**src/rtl/div_seq_unit.sv**
```systemverilog
// div_seq_unit: iterative RV32M divider (DIV/DIVU/REM/REMU), one quotient bit per clock.
// Divide-by-zero and signed-overflow resolve in IDLE and skip the CALC loop.
module div_seq_unit #(
  parameter int XLEN = 32
) (
  input  logic            clk,
  input  logic            clr,
  input  logic            flush,
  input  logic            start,
  input  logic [1:0]      op,
  input  logic [XLEN-1:0] dividend,
  input  logic [XLEN-1:0] divisor,
  output logic            hold,
  output logic            busy,
  output logic            done,
  output logic [XLEN-1:0] result
);

  localparam int CW = $clog2(XLEN);
  localparam logic [CW-1:0]   CNT_LAST = CW'(XLEN - 1);
  localparam logic [XLEN-1:0] INT_MIN  = {1'b1, {(XLEN-1){1'b0}}};

  typedef enum logic [1:0] {IDLE, CALC, DONE} state_t;

  state_t          state_q, state_d;
  logic [CW-1:0]   cnt_q, cnt_d;
  logic [1:0]      op_q, op_d;
  logic            qneg_q, qneg_d;     // quotient must be negated
  logic            rneg_q, rneg_d;     // remainder must be negated
  logic [XLEN-1:0] quo_q, quo_d;       // dividend magnitude shifting out, quotient shifting in
  logic [XLEN-1:0] rem_q, rem_d;       // partial remainder
  logic [XLEN-1:0] dvs_q, dvs_d;       // divisor magnitude
  logic [XLEN-1:0] result_q, result_d;

  // Restoring step datapath, evaluated every cycle and used only in CALC
  logic [XLEN:0]   rem_sh, diff;
  logic            ge;
  logic [XLEN-1:0] rem_nx, quo_nx;
  logic            sgn_op, a_neg, b_neg;

  // One shift-subtract iteration from the current partial remainder/quotient
  always_comb begin
    rem_sh = {rem_q, quo_q[XLEN-1]};
    diff   = rem_sh - {1'b0, dvs_q};
    ge     = ~diff[XLEN];
    rem_nx = ge ? diff[XLEN-1:0] : rem_sh[XLEN-1:0];
    quo_nx = {quo_q[XLEN-2:0], ge};
  end

  // Next-state and datapath update for the IDLE/CALC/DONE sequence
  always_comb begin
    state_d  = state_q;
    cnt_d    = cnt_q;
    op_d     = op_q;
    qneg_d   = qneg_q;
    rneg_d   = rneg_q;
    quo_d    = quo_q;
    rem_d    = rem_q;
    dvs_d    = dvs_q;
    result_d = result_q;
    sgn_op   = ~op[0];
    a_neg    = sgn_op & dividend[XLEN-1];
    b_neg    = sgn_op & divisor[XLEN-1];
    unique case (state_q)
      IDLE: begin
        if (start && !flush) begin
          op_d   = op;
          quo_d  = a_neg ? -dividend : dividend;
          dvs_d  = b_neg ? -divisor : divisor;
          rem_d  = '0;
          qneg_d = a_neg ^ b_neg;
          rneg_d = a_neg;
          cnt_d  = '0;
          if (divisor == '0) begin
            // REM returns the untouched dividend, DIV returns all-ones
            result_d = op[1] ? dividend : '1;
            state_d  = DONE;
          end else if (sgn_op && dividend == INT_MIN && divisor == '1) begin
            result_d = op[1] ? '0 : dividend;
            state_d  = DONE;
          end else begin
            state_d = CALC;
          end
        end
      end
      CALC: begin
        if (flush) begin
          state_d = IDLE;
          cnt_d   = '0;
        end else begin
          rem_d = rem_nx;
          quo_d = quo_nx;
          cnt_d = cnt_q + 1'b1;
          if (cnt_q == CNT_LAST) begin
            cnt_d    = '0;
            state_d  = DONE;
            result_d = op_q[1] ? (rneg_q ? -rem_nx : rem_nx)
                               : (qneg_q ? -quo_nx : quo_nx);
          end
        end
      end
      DONE:    state_d = IDLE;
      default: state_d = IDLE;
    endcase
  end

  // State register with synchronous clear
  always_ff @(posedge clk) begin
    if (clr) begin
      state_q  <= IDLE;
      cnt_q    <= '0;
      op_q     <= '0;
      qneg_q   <= 1'b0;
      rneg_q   <= 1'b0;
      quo_q    <= '0;
      rem_q    <= '0;
      dvs_q    <= '0;
      result_q <= '0;
    end else begin
      state_q  <= state_d;
      cnt_q    <= cnt_d;
      op_q     <= op_d;
      qneg_q   <= qneg_d;
      rneg_q   <= rneg_d;
      quo_q    <= quo_d;
      rem_q    <= rem_d;
      dvs_q    <= dvs_d;
      result_q <= result_d;
    end
  end

  // hold drops in DONE so EX/MEM captures result on the edge leaving DONE
  assign hold   = ((state_q == IDLE) & start & ~flush) | (state_q == CALC);
  assign busy   = (state_q == CALC);
  assign done   = (state_q == DONE);
  assign result = result_q;

endmodule

```
**config.mk**
```make
export PLATFORM = sky130hd
export DESIGN_NAME = div_seq_unit
export DESIGN_NICKNAME = d
export VERILOG_FILES = /design/src/rtl/div_seq_unit.sv
export SDC_FILE = /design/constraint.sdc
export NUM_CORES = 1
export LEC_CHECK = 0
export CAP_MARGIN = 20
export CORE_MARGIN = 4
export CORE_UTILIZATION = 59
export CTS_BUF_LIST = sky130_fd_sc_hd__clkbuf_16
export DETAILED_ROUTE_END_ITERATION = 10
export HOLD_SLACK_MARGIN = 0.05
export PLACE_DENSITY = 0.92
export SLEW_MARGIN = 20
export SYNTH_ARGS = -nofsm -noshare
export SYNTH_HDL_FRONTEND = slang
export SYNTH_SLANG_ARGS = --single-unit
```
**constraint.sdc**
```tcl
create_clock -name clk -period 8.4 [get_ports clk]
set_input_delay 1.68 -clock clk [delete_from_list [all_inputs] [get_ports clk]]
set_output_delay 1.68 -clock clk [all_outputs]
set_load 0.02 [all_outputs]
```
==> impl_metrics.env <==
export IMPL_status="finished, final reports clean"
export IMPL_place_congestion=1.03
export IMPL_fin_cells=1976
export IMPL_cts_buffers=17
export IMPL_htreeDepth=4
export IMPL_drive_gt1_frac=0.0616
export IMPL_io_pins=105
export IMPL_tns_ns=0
export IMPL_syn2layout_area_growth_pct=13.0
export IMPL_synth_cell_type_count=90
export IMPL_slew_viol_final=0
export IMPL_fin_skew_ns=0.0116
export IMPL_power_density_nw_per_um2=145
export IMPL_syn_nets=1784
export IMPL_cts_tree="built"
export IMPL_hold_ws_ns=0.457
export IMPL_antenna_found_initial=0
export IMPL_intPower_mw=1.30
export IMPL_r2r_slack_ns=1.74
export IMPL_grt_pass1_vias=12400
export IMPL_cp_end_kind="flip-flop"
export IMPL_die_w_microns=151
export IMPL_cts_sinks=138
export IMPL_drv_cap=0
export IMPL_hold_viol=0
export IMPL_first_pass_iters=10
export IMPL_placementRows=52
export IMPL_grt_max_degree=106
export IMPL_remaining_drc_errors=0
export IMPL_fmax_mhz=150
export IMPL_yosysWarnings=0
export IMPL_synthCells=1674
export IMPL_startpoint="quo_q[31]"
export IMPL_p_seq_frac=0.357
export IMPL_p_leak_nw=4.98
export IMPL_path_max_fanout=46
export IMPL_worst_slew_pin_slew_ns=1.00
export IMPL_post_cts_buffers=0
export IMPL_irDropWorstVdd_v=0.000154
export IMPL_startpoint_type="flip-flop"
export IMPL_worstHoldStart="result[3]"
export IMPL_drt_wirelength_per_cell_microns=20.4
export IMPL_die_area_sq_um=22900
export IMPL_clockRootBuffer="clkbuf_16"
export IMPL_power_frac_clock=0.363
export IMPL_dp_hpwl_mm=29.2
export IMPL_hold_end="result[3]"
export IMPL_r2r_start="quo_q[31]"
export IMPL_p_comb_frac=0.279
export IMPL_synth_edff_count=0
export IMPL_finalCriticalPeriod_ns=6.66
export IMPL_wl_mm=40.3
export IMPL_p_switching_mw=0.698
export IMPL_hold_depth=2
export IMPL_final_setup_viol_count=0
export IMPL_async_flop_share=0
export IMPL_path_clk_slew_ns=0.07
export IMPL_core_sq_um=20200
export IMPL_viasPerCell=6.87
export IMPL_cts_resized=0
export IMPL_crit_type="reg2reg"
export IMPL_r2r_cells=23
export IMPL_final_core_util=0.678
export IMPL_yosys_register_bits=138
export IMPL_port_buffers=104
export IMPL_vias=13600
export IMPL_cts_hold_buf=0
export IMPL_grt_pass1_wl_mm=63.5
export IMPL_grt_setup_unrepaired="false"
export IMPL_rr_endpoint="result[30]"
export IMPL_cp_data_required_time_ns=8.74
export IMPL_syn_avg_cell_area_sq_um=7.25
export IMPL_drt_iter0_drc=1853
export IMPL_synth_top_flop_cell="dfxtp_1"
export IMPL_slew_headroom=0.332
export IMPL_clock_path_buffers=2
export IMPL_grtUsageTotal=0.344
export IMPL_place_inst=1943
export IMPL_final_antenna_net_count=0
export IMPL_start_util=0.600
export IMPL_cp_arrival_ns=7.00
export IMPL_finalCritPeriodShare=0.792
export IMPL_nets=1802
export IMPL_ys_seq_area_frac=0.228
export IMPL_overflow=0
export IMPL_swShare=0.350
export IMPL_worstSkewPairLatency_ns=0.45
export IMPL_syn_area_sq_um=12100
export IMPL_min_path_type="reg2reg"
export IMPL_die_height_microns=151
how the worst max path moves through the flow:
| stage | end | slack [ns] |
|---|---|---|
| global route | result[22] | 1.17 |
| detailed placement | result[30] | 1.96 |
| floorplan | result[22] | 3.04 |
| CTS | result[30] | 1.89 |
| global placement | result[30] | 2.14 |
| finish | result[30] | 1.74 |
through the flow:
| stage | setup slack, ns | area [sq um] | power [mW] |
|---|---|---|---|
| global placement | 2.14 | 13200 | 1.25 |
| finish | 1.74 | 13700 | 2.00 |
| global route | 1.17 | 13700 | 2.06 |
| detailed placement | 1.96 | 13200 | 1.26 |
| CTS | 1.89 | 13700 | 1.97 |
| floorplan | 3.04 | 12100 | 1.10 |
layout make-up:
cell class / instances / area (sq um)
fill: 1587 / 6510
inverter: 61 / 229
multi-input combinational: 1353 / 8670
antenna: 1 / 2.50
sequential: 138 / 2760
clock inverter: 15 / 129
clock buffer: 17 / 425
timing repair buffer: 121 / 1170
tap: 270 / 338
power groups by stage:
stage	sequential [mW]	clock (mW)	combinational, mW
finish	0.713	0.725	0.558
global route	0.716	0.746	0.599
CTS	0.712	0.717	0.539
detailed placement	0.726	0	0.533
global placement	0.725	0	0.521
floorplan	0.719	0	0.377
placed cells by master, fill, tap and decap left out, drive strengths merged, types with 22 or more instances in the layout:
master         count
or3               27
nand4             22
dfxtp            138
o21ai             75
nand2            122
o211ai            22
nor3              45
nor2             261
clkdlybuf4s50    103
ha                39
xor2              55
a211oi            87
o31ai             30
inv               67
a21oi            144
xnor2             57
logic make-up after synthesis:
logic type               count (synthesis)  synth area share
AND/OR/NAND/NOR                        628             0.249
AO/OA/AOI/OAI                          525             0.299
buffers and inverters                  183            0.0608
flip-flops                             138             0.228
XOR/XNOR                               112            0.0808
adder cells (fa/ha/maj)                 61            0.0592
multiplexers                            27            0.0239
registers in the layout, summed over array words and instances, names as in the netlist:
register  flops
rem_q        32
rneg_q        1
result       32
cnt_q         5
op_q          1
state_q       2
quo_q        32
qneg_q        1
dvs_q        32
per-layer routing:
| layer | wire length (microns) | vias to the layer above | part of all wire | track usage |
|---|---|---|---|---|
| li1 | - | 6195 | - | - |
| met1 | 15600 | 6190 | 0.39 | 0.445 |
| met2 | 17900 | 959 | 0.44 | 0.546 |
| met3 | 4410 | 239 | 0.11 | 0.0691 |
| met4 | 2380 | 0 | 0.059 | 0.170 |
| met5 | 0 | - | 0 | 0 |
synth_stat cells (all sizes together), types with 5 or more instances:
| cell | n | area [sq um] |
|---|---|---|
| dfxtp | 138 | 2760 |
| or4 | 11 | 93.8 |
| xnor2 | 57 | 499 |
| maj3 | 21 | 210 |
| a211oi | 87 | 658 |
| o41ai | 16 | 181 |
| nand2 | 122 | 458 |
| nor2b | 9 | 56.3 |
| a31oi | 17 | 106 |
| nor4 | 21 | 159 |
| mux2 | 6 | 67.6 |
| o211ai | 22 | 165 |
| o31ai | 30 | 230 |
| nor2 | 261 | 982 |
| nor3 | 45 | 225 |
| mux2i | 21 | 223 |
| buf | 33 | 175 |
| a2111oi | 6 | 77.6 |
| nand3 | 21 | 105 |
| and3 | 19 | 119 |
| or2 | 13 | 81.3 |
| nor4b | 5 | 43.8 |
| ha | 39 | 488 |
| and2 | 10 | 62.6 |
| nand4 | 22 | 138 |
| a311oi | 19 | 166 |
| o2111a | 5 | 56.3 |
| inv | 61 | 229 |
| o21a | 9 | 67.6 |
| a211o | 11 | 96.3 |
| clkbuf | 89 | 334 |
| o21ai | 75 | 375 |
| nand2b | 19 | 119 |
| a21o | 13 | 97.6 |
| or3 | 27 | 169 |
| o31a | 8 | 70.1 |
| a21oi | 144 | 751 |
| xor2 | 55 | 482 |
| a22oi | 21 | 158 |
worst max-delay path, cell delays in order, from the launching register on:
cell and delay (ns):
dfxtp_1 0.35, inv_1 0.08, ha_1 0.23, fa_1 0.42
nand2b_1 0.19, a21oi_2 0.31, o21ai_1 0.24, a21oi_4 0.29
mux2i_4 0.57, nor2_4 0.06, buf_4 0.30, inv_2 0.12
buf_4 0.40, nor2_1 0.07, a21oi_1 0.25, ha_1 0.29
nand2_1 0.06, or4_1 0.48, nor4b_1 0.47, a31oi_1 0.21
a2111oi_4 0.53, nand4_1 0.13, and3_1 0.21, o41ai_2 0.26
No activity file was read; power rests on OpenSTA's default activity.
